### config.mk
export PLATFORM = sky130hd
export DESIGN_NAME = matrix_scan_driver_flat
export DESIGN_NICKNAME = d
export VERILOG_FILES = /design/src/rtl/matrix_pkg.sv /design/src/rtl/matrix_scan_driver_if.sv /design/src/rtl/matrix_tick.sv /design/src/rtl/matrix_scan_driver.sv /design/src/flat_wrapper.sv
export SDC_FILE = /design/constraint.sdc
export NUM_CORES = 1
export LEC_CHECK = 0
export BUFFER_PORTS_ARGS = -buffer_cell sky130_fd_sc_hd__buf_2
export CORE_UTILIZATION = 55
export CTS_BUF_LIST = sky130_fd_sc_hd__clkbuf_2 sky130_fd_sc_hd__clkbuf_4 sky130_fd_sc_hd__clkbuf_8
export DETAILED_ROUTE_END_ITERATION = 10
export PLACE_DENSITY = 0.78
export SLEW_MARGIN = 20
export SYNTH_ARGS = -nofsm -noshare
export SYNTH_HDL_FRONTEND = slang
export SYNTH_SLANG_ARGS = --single-unit
### constraint.sdc
create_clock -name clk -period 2.7 [get_ports clk]
set_input_delay 0 -clock clk [delete_from_list [all_inputs] [get_ports clk]]
set_output_delay 0 -clock clk [all_outputs]
set_load 0.1 [all_outputs]
### src/rtl/matrix_pkg.sv
// rtl/matrix_pkg.sv - shared scan types and pixel constants; MATRIX_PWM_EN selects 2-bit pixels and 3 subframes
package matrix_pkg;

    typedef enum logic [1:0] {
        ST_RESET = 2'd0,
        ST_SETUP = 2'd1,
        ST_CLKHI = 2'd2,
        ST_LATCH = 2'd3
    } scan_state_t;

`ifdef MATRIX_PWM_EN
    localparam int PIX_W     = 2;
    localparam int SUBFRAMES = 3;
`else
    localparam int PIX_W     = 1;
    localparam int SUBFRAMES = 1;
`endif

endpackage

### src/rtl/matrix_scan_driver_if.sv
// rtl/matrix_scan_driver_if.sv - pixel write and buffer swap port; pixel width follows MATRIX_PWM_EN
interface matrix_scan_driver_if
    import matrix_pkg::*;
#(
    parameter int ROWS = 8,
    parameter int COLS = 8
);
    localparam int RW = $clog2(ROWS);
    localparam int CW = $clog2(COLS);

    logic             wr_en;
    logic [RW-1:0]    wr_row;
    logic [CW-1:0]    wr_col;
    logic [PIX_W-1:0] wr_red;
    logic [PIX_W-1:0] wr_green;
    logic             swap_req;
    logic             swap_ack;

    modport master (
        output wr_en, wr_row, wr_col, wr_red, wr_green, swap_req,
        input  swap_ack
    );

    modport slave (
        input  wr_en, wr_row, wr_col, wr_red, wr_green, swap_req,
        output swap_ack
    );

endinterface

### src/rtl/matrix_tick.sv
// rtl/matrix_tick.sv - one-clk tick every DIV clk cycles
module matrix_tick #(
    parameter int DIV = 2700
) (
    input  logic clk,
    input  logic rst,
    output logic tick
);
    localparam int CNT_W = (DIV > 1) ? $clog2(DIV) : 1;

    logic [CNT_W-1:0] cnt;

    // free-running divider, restarted by reset so the first tick lands DIV clks after release
    always_ff @(posedge clk) begin
        if (rst) begin
            cnt <= '0;
        end else if (cnt == CNT_W'(DIV - 1)) begin
            cnt <= '0;
        end else begin
            cnt <= cnt + CNT_W'(1);
        end
    end

    assign tick = (cnt == CNT_W'(DIV - 1));

endmodule

### src/rtl/matrix_scan_driver.sv
// rtl/matrix_scan_driver.sv - double-buffered LED matrix scanner; MATRIX_PWM_EN adds 3-subframe 4-level PWM
module matrix_scan_driver
    import matrix_pkg::*;
#(
    parameter int ROWS = 8,
    parameter int COLS = 8,
    parameter int DIV  = 2700
) (
    input  logic                 clk,
    input  logic                 rst,
    matrix_scan_driver_if.slave  bus,
    output logic                 mat_CLOCK,
    output logic                 mat_RCLOCK,
    output logic                 ROW,
    output logic                 COL_Red,
    output logic                 COL_Green,
    output logic                 CLR,
    output logic                 frame_start
);
    localparam int N  = (ROWS > COLS) ? ROWS : COLS;
    localparam int RW = $clog2(ROWS);
    localparam int KW = $clog2(N);

    logic tick;

    matrix_tick #(.DIV(DIV)) u_tick (
        .clk  (clk),
        .rst  (rst),
        .tick (tick)
    );

    scan_state_t   state_q, state_n;
    logic [RW-1:0] row_q, row_n;
    logic [KW-1:0] k_q, k_n;
    logic          bank_q, bank_n;
    logic          fs_q, fs_n;
    logic          clr_q;
    logic          swap_now;
    logic          last_sub;
`ifdef MATRIX_PWM_EN
    logic [1:0]    sub_q, sub_n;
    assign last_sub = (sub_q == 2'(SUBFRAMES - 1));
`else
    assign last_sub = 1'b1;
`endif

    logic [PIX_W-1:0] red_mem [2][ROWS][COLS];
    logic [PIX_W-1:0] grn_mem [2][ROWS][COLS];
    logic [PIX_W-1:0] pix_r, pix_g;
    logic             lit_r, lit_g, in_cols;

    // pixel writes always target the bank not being displayed; contents survive reset
    always_ff @(posedge clk) begin
        if (bus.wr_en && int'(bus.wr_row) < ROWS && int'(bus.wr_col) < COLS) begin
            red_mem[~bank_q][bus.wr_row][bus.wr_col] <= bus.wr_red;
            grn_mem[~bank_q][bus.wr_row][bus.wr_col] <= bus.wr_green;
        end
    end

    // scan state register; CLR releases on the first clk after reset drops
    always_ff @(posedge clk) begin
        if (rst) begin
            state_q <= ST_RESET;
            row_q   <= '0;
            k_q     <= '0;
            bank_q  <= 1'b0;
            fs_q    <= 1'b0;
            clr_q   <= 1'b0;
`ifdef MATRIX_PWM_EN
            sub_q   <= 2'd0;
`endif
        end else begin
            state_q <= state_n;
            row_q   <= row_n;
            k_q     <= k_n;
            bank_q  <= bank_n;
            fs_q    <= fs_n;
            clr_q   <= 1'b1;
`ifdef MATRIX_PWM_EN
            sub_q   <= sub_n;
`endif
        end
    end

    // next-state: one state step per tick; frame wrap handles frame_start and the bank swap
    always_comb begin
        state_n  = state_q;
        row_n    = row_q;
        k_n      = k_q;
        bank_n   = bank_q;
        fs_n     = 1'b0;
        swap_now = 1'b0;
`ifdef MATRIX_PWM_EN
        sub_n    = sub_q;
`endif
        if (tick && !rst) begin
            case (state_q)
                ST_RESET: begin
                    state_n = ST_SETUP;
                    fs_n    = 1'b1;
                end
                ST_SETUP: state_n = ST_CLKHI;
                ST_CLKHI: begin
                    if (k_q == KW'(N - 1)) begin
                        state_n = ST_LATCH;
                    end else begin
                        state_n = ST_SETUP;
                        k_n     = k_q + KW'(1);
                    end
                end
                ST_LATCH: begin
                    state_n = ST_SETUP;
                    k_n     = '0;
                    if (row_q == RW'(ROWS - 1)) begin
                        row_n = '0;
                        if (last_sub) begin
                            fs_n = 1'b1;
                            if (bus.swap_req) begin
                                bank_n   = ~bank_q;
                                swap_now = 1'b1;
                            end
                        end
`ifdef MATRIX_PWM_EN
                        sub_n = last_sub ? 2'd0 : sub_q + 2'd1;
`endif
                    end else begin
                        row_n = row_q + RW'(1);
                    end
                end
                default: state_n = ST_RESET;
            endcase
        end
    end

    // front-bank pixel at the current shift step
    always_comb begin
        pix_r   = '0;
        pix_g   = '0;
        in_cols = (int'(k_q) < COLS);
        for (int c = 0; c < COLS; c++) begin
            if (int'(k_q) == c) begin
                pix_r = red_mem[bank_q][row_q][c];
                pix_g = grn_mem[bank_q][row_q][c];
            end
        end
`ifdef MATRIX_PWM_EN
        lit_r = (pix_r > sub_q);
        lit_g = (pix_g > sub_q);
`else
        lit_r = pix_r[0];
        lit_g = pix_g[0];
`endif
    end

    // shift-chain pins decoded from state; data held constant across SETUP and CLKHI
    always_comb begin
        mat_CLOCK  = (state_q == ST_CLKHI);
        mat_RCLOCK = (state_q == ST_LATCH);
        ROW        = 1'b0;
        COL_Red    = 1'b1;
        COL_Green  = 1'b1;
        if (state_q != ST_RESET) begin
            ROW       = (int'(k_q) == int'(row_q));
            COL_Red   = in_cols ? ~lit_r : 1'b1;
            COL_Green = in_cols ? ~lit_g : 1'b1;
        end
    end

    assign CLR          = clr_q;
    assign frame_start  = fs_q;
    assign bus.swap_ack = swap_now;

endmodule

### src/flat_wrapper.sv
// flat-port wrapper written by rule: the top's interface ports become plain ports
module matrix_scan_driver_flat import matrix_pkg::*;
#(
    parameter int ROWS = 8,
    parameter int COLS = 8,
    parameter int DIV  = 2700
)
  (clk, rst, mat_CLOCK, mat_RCLOCK, ROW, COL_Red, COL_Green, CLR, frame_start, bus_wr_en, bus_wr_row, bus_wr_col, bus_wr_red, bus_wr_green, bus_swap_req, bus_swap_ack);
  matrix_scan_driver_if #(.ROWS(ROWS), .COLS(COLS)) bus_i ();
  input  logic clk;
  input  logic rst;
  output logic mat_CLOCK;
  output logic mat_RCLOCK;
  output logic ROW;
  output logic COL_Red;
  output logic COL_Green;
  output logic CLR;
  output logic frame_start;
  input wire logic [$bits(bus_i.wr_en)-1:0] bus_wr_en;
  input wire logic [$bits(bus_i.wr_row)-1:0] bus_wr_row;
  input wire logic [$bits(bus_i.wr_col)-1:0] bus_wr_col;
  input wire logic [$bits(bus_i.wr_red)-1:0] bus_wr_red;
  input wire logic [$bits(bus_i.wr_green)-1:0] bus_wr_green;
  input wire logic [$bits(bus_i.swap_req)-1:0] bus_swap_req;
  output wire logic [$bits(bus_i.swap_ack)-1:0] bus_swap_ack;
  assign bus_i.wr_en = bus_wr_en;
  assign bus_i.wr_row = bus_wr_row;
  assign bus_i.wr_col = bus_wr_col;
  assign bus_i.wr_red = bus_wr_red;
  assign bus_i.wr_green = bus_wr_green;
  assign bus_i.swap_req = bus_swap_req;
  assign bus_swap_ack = bus_i.swap_ack;
  matrix_scan_driver #(.ROWS(ROWS), .COLS(COLS), .DIV(DIV)) u_core (.clk(clk), .rst(rst), .bus(bus_i), .mat_CLOCK(mat_CLOCK), .mat_RCLOCK(mat_RCLOCK), .ROW(ROW), .COL_Red(COL_Red), .COL_Green(COL_Green), .CLR(CLR), .frame_start(frame_start));
endmodule
==> summary.txt, run 1 <==
Status
  – Status: finished, violations left
  – Failing checks: setup timing

Timing
  – Post-route clock period utilization: 107%
  – Worst-Margin Slew: 0.790 ns
  – Pins Over Slew Limit: 0
  – Final setup viols: 2
  – Final Hold Violating Endpoints: 0
  – Max Fclk: 345 MHz
  – Skew final: 0.0158 ns
  – Tmin final: approximately 2.9 ns
  – Relative slew slack: a little under half
  – Hold slack final: 0.0740 ns
  – RSZ-0062 raised after global routing: true
  – Final WS setup: -0.195 ns

GRT
  – Global-route wire length before repair: 41800 um
  – Total congestion overflow: 0
  – Initial antenna violation count: 1
  – GR Util met1: 34.9%
  – M2 GR Usage: around two fifths
  – Total GRT Usage: 25.5%
  – Met3 Use GR: 4.73%
  – Largest net degree at the start of global routing: 81
  – GRT Max-Usage Layer: met2
  – Vias in the first global route: around 7.3k

Setup path
  – Worst path required time: ~2.7 ns
  – Reg2reg start: u_core.k_q[0]
  – Critical path fanouts, max: 5
  – Crit path DAT: 2.89 ns
  – FF-to-FF path depth: 8
  – R2R setup slack: 0.51 ns
  – Critical path type: flip-flop to output pin
  – Worst R2R End: u_core.k_q[1]
  – Worst Setup End Kind: output pin
  – Startpoint types: flip-flop

Clocking
  – CTS root buffer: clkbuf_8
  – CTS tree: built
  – Num CTS Buffers: 44
  – CTS H-tree depth: 2
  – Clk buf depth: 3
  – Clk sink count: 280
  – Clk_lat worst skew: between 0.5 and 0.6 ns
  – Clock transition at the registers of the reported paths: 0.07 ns

Pwr
  – Register share of total power: a little under three fifths
  – Cell internal pwr: roughly 6.7 mW
  – Leak: 4.33 nW
  – PwrDens: between 600 and 700 nW/um^2
  – Switching Share: a little over a fifth
  – Worst VDD drop: 0.375 mV
  – Tot Pwr: 8.53 mW
  – NetSw: around 1.8 mW
  – Comb power frac: 2.0%
  – Clock share of power: 42.3%

Die
  – Core area: 21200 sq um
  – Die Y: roughly 150 um
  – DIE AREA: 22400 sq um
  – Die Width: ~150 um
  – # rows: 53
  – # IOs: 20
  – Starting Density: between 50% and 60%

Finish
  – Most frequent cells in the layout: edfxtp_1, nor2_1, mux2i_1
  – Nets: 895
  – Area growth syn-to-layout: 14.2%
  – Layout cells sized above 1: 19.5%
  – Commonest non-fill, non-tap cell in the layout: edfxtp_1
  – # fillers: roughly 1.5k

Logic synthesis
  – Post-synthesis sequential area ratio: 68.1%
  – Post-Syn Area: 12000 sq um
  – #FFs+latches synth: 280
  – Share of the synthesized area in the top cell type: 64.1%
  – Avg Inst Size Synth: between 10 and 15 sq um
  – Area contributors post-synth: edfxtp_1, mux2i_1, nor2_1, mux4_2, dfxtp_1
  – Post-synth EDFFs: 256
  – Top FF cell, synth: edfxtp_1
  – Post-synth top area cell: edfxtp_1
  – Synth Instances: 807
  – Syn Nets: about 830
  – Distinct cell type count after synthesis: 48
  – FFs w/ async S/R, synth: 0%
  – Syn. warnings: 0

Run
  – Max-cap viol count: 0

Detailed routing
  – Via Count: 7355
  – Routed wire per std cell: 23.6 um
  – Drt first-iter violations: about 900
  – Residual DRC: 0
  – Routed vias/inst: slightly above 6
  – Routed WL: 27900 um
  – Antenna viol nets, final: 0
  – DR pass1 iterations: 8

Hold path
  – Hold wc startpoint: bus_wr_col[0]
  – Worst hold stages: 3
  – Hold Path End: u_core.red_mem[0][56]
  – Hold crit path type: input port to flip-flop

Placement
  – DP HPWL: ~17000 um
  – Pre-CTS WS: 0.274 ns
  – Gpl congestion: a little under 0.9
  – I/O Buffers: 19
[cells in the mapped netlist (4+ instances only)]
master,number
nor2_1,160
or3_1,5
buf_4,4
clkbuf_1,22
edfxtp_1,256
buf_6,9
mux4_1,10
nor2b_1,9
a21oi_1,15
ha_1,13
a22oi_1,21
xor2_1,10
mux4_2,26
nand2_1,34
dfxtp_1,24
nand3_1,31
nand4_1,7
nor3_1,4
nand3b_1,6
inv_1,11
mux2i_1,74
o21ai_0,8
or3b_2,4
and3_1,6
[power groups by stage]
stage	combinational, mW	sequential (mW)	clock, mW
after floorplan	0.0519	4.85	0
after global placement	0.160	4.84	0
after detailed placement	0.163	4.84	0
after CTS	0.167	4.75	3.62
after global routing	0.180	4.75	3.82
final	0.168	4.75	3.61
[through the flow]
step | cell area, sq um | std cells | utilization, % | TNS (ns)
after floorplan | 12000 | 807 | - | 0
after global placement | 12500 | 1084 | 58.9 | 0
after detailed placement | 12500 | 1084 | 58.9 | 0
after CTS | 13600 | 1173 | 64.1 | -0.372
after global routing | 13700 | 1179 | 64.5 | -0.514
final | 13700 | 1181 | 64.6 | -0.359
[state kept, by name (all words and copies together) (netlist names), named ones only]
signal,flops
u_core.CLR,1
u_core.state_q,2
u_core.red_mem,128
u_core.frame_start,1
u_core.grn_mem,128
u_core.k_q,3
u_core.u_tick.cnt,12
u_core.bank_q,1
u_core.row_q,3
[worst max-delay path, cell delays in order (launching register included)]
cell	delay (ns)
dfxtp_4	0.43
buf_12	0.13
buf_16	0.12
mux4_2	0.50
mux4_2	0.51
a32oi_2	0.18
a41o_1	0.27
buf_12	0.19
[worst max path at each step]
stage                     cells after the start         to  startpoint
after floorplan                               6  COL_Green   flip-flop
after global placement                       10  COL_Green   flip-flop
after detailed placement                     10  COL_Green   flip-flop
after CTS                                     7    COL_Red   flip-flop
after global routing                          8    COL_Red   flip-flop
final                                         7    COL_Red   flip-flop
[cells by family after synthesis]
| family | share of synthesized area [%] |
|---|---|
| simple gates | 10.5 |
| flops | 68.1 |
| mux | 13.2 |
| compound gates | 3.35 |
| buf+inv | 2.48 |
| xor+xnor | 0.949 |
| fa+ha+maj | 1.36 |
[per-layer routing]
metal  part of all wire (%)  up-vias
met5                      0        -
met4                    2.7        0
met3                    9.0       68
met2                     49      428
met1                     40     3652
li1                       -     3207
[what timing repair did]
item                                   CTS  global route
pin swaps                                6             4
hold buffers                             3             0
setup endpoints to repair                2             2
setup buffers                            2             6
endpoints found under the hold margin   62             0
gates resized for setup                 18            17
gates cloned                             4             1
[cell type report]
cell class,instances,area (sq um),area share [%]
diodes,2,5.00,0.0365
multi-input cells,475,3590,26.2
inverters,12,45.0,0.329
clock buffers,52,666,4.86
flip-flops and latches,280,8170,59.7
repair buffers,57,661,4.82
clock inverters,28,213,1.55
well taps,275,344,2.51
(Power assumes the default switching activity.)
==> inputs of run 2 (changes only) <==
- CORE_ASPECT_RATIO: not set -> 0.8
==> summary.txt, run 2 (synthesized netlist as in run 1, its figures left out) <==
Detailed routing
  – Via Count: 7393
  – Routed WL: about 28000 um
  – Drt first-iter violations: 983
  – DR pass1 iterations: 6
  – Routed wire per std cell: 24.2 um
  – Residual DRC: 0
  – Routed vias/inst: 6.31
  – Antenna viol nets, final: 0

Clocking
  – CTS root buffer: clkbuf_8
  – Num CTS Buffers: 42
  – Clk_lat worst skew: 0.55 ns
  – Clk buf depth: 3
  – Clk sink count: 280
  – Clock transition at the registers of the reported paths: 0.06 ns
  – CTS H-tree depth: 2
  – CTS tree: built

Finish
  – Biggest regs: u_core.grn_mem (128), u_core.red_mem (128), u_core.u_tick.cnt (12)
  – Post-layout util: 64.4%
  – Area growth syn-to-layout: 13.1%
  – Commonest non-fill, non-tap cell in the layout: edfxtp_1
  – Most frequent cells in the layout: edfxtp_1, nor2_1, mux2i_1
  – Layout cells sized above 1: about a fifth
  – Nets: 897
  – # diodes: 0

Placement
  – DP HPWL: 18000 um
  – I/O Buffers: 19
  – Gpl congestion: 0.931

Hold path
  – Hold Path End: u_core.grn_mem[0][57]
  – Hold crit path type: input port to flip-flop
  – Worst hold stages: 1
  – Hold wc startpoint: bus_wr_green

Setup path
  – Slowest CP cell: mux4_2
  – Worst Setup End Kind: output pin
  – Startpoint types: flip-flop
  – Critical path type: flip-flop to output pin
  – CP max stage delay: 0.53 ns
  – Critical path fanouts, max: 7
  – Reg2reg start: u_core.k_q[1]
  – Critical Path, Cell by Cell: buf_12 > mux4_2 > mux4_2 > nor2_1 > nor3_1 > nor2_1 > a41o_1 > buf_12
  – FF-to-FF path depth: 8
  – Worst R2R End: u_core.k_q[1]
  – Crit path DAT: approximately 2.9 ns
  – R2R setup slack: approximately 0.55 ns
  – Worst path required time: 2.70 ns

Timing
  – Pins Over Slew Limit: 0
  – Max Fclk: approximately 340 MHz
  – Fin Setup TNS: -0.381 ns
  – Final Hold Violating Endpoints: 0
  – Final WS setup: -0.221 ns
  – Final setup viols: 2
  – Relative slew slack: a little under two fifths
  – Post-route clock period utilization: 108%
  – RSZ-0062 raised after global routing: true
  – Skew final: roughly 0.028 ns
  – Worst-Margin Slew: 0.920 ns
  – Tmin final: 2.92 ns

GRT
  – Largest net degree at the start of global routing: 79
  – Total GRT Usage: 25.8%
  – Initial antenna violation count: 0
  – Global-route wire length before repair: 42500 um
  – Total congestion overflow: 0
  – Vias in the first global route: 7325

Run
  – Max-cap viol count: 0

Status
  – Failing checks: setup timing
  – Status: finished, violations left

Die
  – # IOs: 20
  – Core area: 21100 sq um
  – # rows: 47
  – Die Y: about 130 um
  – Starting Density: 57.0%
  – DIE AREA: 22400 sq um
  – Die Width: 167 um

Pwr
  – PwrDens: 626 nW/um^2
  – Worst VDD drop: approximately 0.44 mV
  – Leak: roughly 4.3 nW
run 2: changes by cell type in the layout (fill, tap and decap cells not counted), sizes merged:
cell | before | now
clkinv | 23 | 15
buf | 52 | 58
clkbuf | 53 | 56
diode | 2 | 0
bufbuf | 1 | 0
bufinv | 3 | 2
clkinvlp | 2 | 1
inv | 12 | 13
run 2: area by class of cell:
class	instances	area, sq um
Inverter	12	45.0
Tap cell	269	337
Clock buffer	56	714
Multi-Input combinational cell	475	3570
Clock inverter	19	145
Fill cell	1478	7490
Timing Repair Buffer	61	578
Sequential cell	280	8170
run 2: through the flow:
step / setup slack (ns) / hold WS (ns) / total power [mW] / cells / cell area, sq um
final: -0.221 / 0.0629 / 8.49 / 1172 / 13600
after global routing: -0.268 / 0.0731 / 8.71 / 1172 / 13600
after CTS: -0.168 / 0.0454 / 8.51 / 1170 / 13500
after detailed placement: 0.181 / 0.353 / 5.01 / 1085 / 12500
after global placement: 0.215 / 0.357 / 5.00 / 1085 / 12500
after floorplan: 0.146 / 0.0728 / 4.90 / 807 / 12000
run 2: layer usage:
metal  global-route usage, %  vias up  wire length, um
met5                       0        -                0
met4                    9.93        0              866
met3                    7.35       89             3440
met2                    39.5      510            12900
met1                    35.3     3584            11200
li1                        -     3210                -
run 2: worst max-delay path: cells and delay by family, from the launching register on:
family                 cells  cell delay (ns)
buffers and inverters      2             0.35
AND/OR/NAND/NOR            3             0.28
AO/OA/AOI/OAI              1             0.23
flip-flops                 1             0.45
multiplexers               2             1.04
run 2: what timing repair did:
action / in CTS / in global routing
hold buffers: 3 / 0
buffers inserted: 8 / 2
endpoints found under the setup margin: 2 / 2
pin swaps: 4 / 3
hold endpoints to repair: 35 / 0
gates resized for setup: 19 / 8
run 2: worst max path at each step:
stage	to	slack, ns	cells past startpoint
floorplan	COL_Green	0.15	6
global placement	COL_Green	0.22	7
detailed placement	COL_Green	0.18	7
CTS	COL_Red	-0.17	6
global route	COL_Red	-0.27	8
finish	COL_Red	-0.22	8
run 2: where the power goes:
part / switching (mW) / internal [mW] / leakage (nW)
combinational: 0.145 / 0.0286 / 1.32
sequential: 0.00771 / 4.74 / 2.50
clock: 1.64 / 1.92 / 0.450
total: 1.80 / 6.70 / 4.27
==> inputs of run 3 (changes only) <==
- CORE_UTILIZATION: 55 -> 65
- PLACE_DENSITY: 0.78 -> 0.89
- REMOVE_ABC_BUFFERS: not set -> 1
==> summary.txt, run 3 (synthesized netlist as in run 1, its figures left out) <==
Setup path
  – WP buf/inv: 2
  – Largest delay share family, worst path: multiplexers
  – Critical path type: flip-flop to output pin
  – Critical path fanouts, max: 13
  – Reg2reg start: u_core.u_tick.cnt[0]
  – Worst Setup End Kind: output pin
  – R2R setup slack: 0.58 ns
  – Most frequent CP cell: buf_12
  – Startpoint types: flip-flop
  – Worst path required time: approximately 2.7 ns
  – FF-to-FF path depth: 6
  – Crit path DAT: between 2 and 3 ns
  – Critical Path, Cell by Cell: buf_12 > mux4_1 > mux4_2 > a32oi_1 > a41o_2 > buf_12
  – Slowest CP cell: mux4_1
  – Worst R2R End: u_core.k_q[1]
  – CP max stage delay: 0.57 ns

Placement
  – Inst Count DP: 1039
  – DP HPWL: 17600 um
  – Gpl congestion: 0.871
  – I/O Buffers: 19
  – Pre-CTS WS: 0.260 ns

Timing
  – Max Fclk: 355 MHz
  – Worst-Margin Slew: 0.772 ns
  – Final WS setup: -0.117 ns
  – Final setup viols: 2
  – Post-route clock period utilization: 104%
  – RSZ-0062 raised after global routing: true
  – Skew final: 0.0142 ns
  – Final Hold Violating Endpoints: 0
  – Tmin final: 2.82 ns
  – Relative slew slack: 48.4%
  – Pins Over Slew Limit: 0

Die
  – DIE AREA: 19000 sq um
  – # IOs: 20
  – # rows: 44
  – Starting Density: 66.2%
  – Die Y: 123 um
  – Core area: between 15000 and 20000 sq um
  – Die Width: 154 um

GRT
  – Vias in the first global route: 7190
  – Total congestion overflow: 0
  – Initial antenna violation count: 0
  – Largest net degree at the start of global routing: 74
  – Global-route wire length before repair: about 41000 um
  – Total GRT Usage: a little under a third

Clocking
  – Clk buf depth: 3
  – Clock transition at the registers of the reported paths: 0.06 ns
  – CTS root buffer: clkbuf_8
  – CTS H-tree depth: 2
  – Clk sink count: 280
  – CTS tree: built
  – Clk_lat worst skew: 0.55 ns
  – Num CTS Buffers: 42

Finish
  – Commonest non-fill, non-tap cell in the layout: edfxtp_1
  – Most frequent cells in the layout: edfxtp_1, nor2_1, mux2i_1
  – Nets: between 800 and 900
  – Biggest regs: u_core.grn_mem (128), u_core.red_mem (128), u_core.u_tick.cnt (12)
  – Area growth syn-to-layout: 11.9%
  – Layout cells sized above 1: a little under 20%
  – Finished Layout Cells: 1129
  – # diodes: 0
  – Post-layout util: 74.1%
  – # fillers: between 1k and 1.5k

Pwr
  – Leak: approximately 4.2 nW
  – PwrDens: 614 nW/um^2
  – Worst VDD drop: 0.533 mV

Detailed routing
  – Top sig layer: met4
  – Wl on met1: 11100 um
  – Routed WL: 28000 um
  – Drt first-iter violations: 1196
  – Met3 routed WL: 3220 um
  – DR pass1 iterations: 7
  – Routed vias/inst: approximately 6.6
  – Via Count: 7419
  – Metal2 WL: 13000 um
  – Antenna viol nets, final: 0
  – Residual DRC: 0
  – Routed wire per std cell: around 25 um

Hold path
  – Hold crit path type: input port to flip-flop
  – Hold Path End: u_core.red_mem[1][55]
  – Worst hold stages: 1
  – Hold wc startpoint: bus_wr_red

Status
  – Status: finished, violations left
  – Failing checks: setup timing

Run
  – Max-cap viol count: 0
==> run 3: cell types whose count changed in the layout (fill, tap and decap cells not counted), moves of 3 or more <==
cell | previous run | this run
clkbuf_8 | 47 | 43
clkbuf_4 | 9 | 19
mux2i_2 | 0 | 4
mux2i_1 | 73 | 69
mux4_1 | 2 | 5
buf_6 | 6 | 2
mux4_2 | 34 | 31
==> run 3: worst max path at each step <==
stage	cells after the start	slack (ns)	end
detailed placement	8	0.26	COL_Red
floorplan	4	-2.93	COL_Green
CTS	8	-0.18	COL_Red
finish	6	-0.12	COL_Red
global route	6	-0.16	COL_Red
global placement	7	0.29	COL_Green
==> run 3: layout make-up <==
class | instances | area (sq um) | area share (%)
multi-input combinational | 475 | 3580 | 26.7
timing repair buffer | 56 | 533 | 3.97
tap | 230 | 288 | 2.14
clock buffer | 62 | 734 | 5.47
sequential | 280 | 8180 | 60.9
inverter | 12 | 45.0 | 0.336
clock inverter | 14 | 66.3 | 0.494
==> run 3: power breakdown <==
group / internal, mW / leakage (nW) / total [mW] / switching, mW
sequential: 4.74 / 2.50 / 4.75 / 0.00855
clock: 1.75 / 0.431 / 3.31 / 1.56
combinational: 0.0298 / 1.31 / 0.173 / 0.143
==> run 3: timing repair <==
| action | in CTS | in global routing |
|---|---|---|
| resized for setup | 8 | 22 |
| hold buffers | 3 | 0 |
| pin swaps | 2 | 2 |
| setup buffers | 7 | 3 |
| gates cloned | 1 | 0 |
| hold endpoints to repair | 74 | 0 |
| endpoints found under the setup margin | 2 | 2 |
==> run 3: stage by stage <==
step	cell area (sq um)	power [mW]	TNS, ns	hold WS, ns
6_report	13400	8.24	-0.229	0.0432
5_1_grt	13400	8.45	-0.311	0.0588
4_1_cts	13300	8.24	-0.360	0.0297
3_5_place_dp	12400	5.01	0	0.357
3_3_place_gp	12400	5.00	0	0.339
2_1_floorplan	11700	4.89	-8.13	0.0691
==> run 3: per-layer routing <==
| metal | global-route usage, % | vias to the layer above |
|---|---|---|
| met4 | 10.5 | 0 |
| met5 | 0 | - |
| li1 | - | 3186 |
| met2 | 47.2 | 533 |
| met1 | 43.0 | 3630 |
| met3 | 6.20 | 70 |
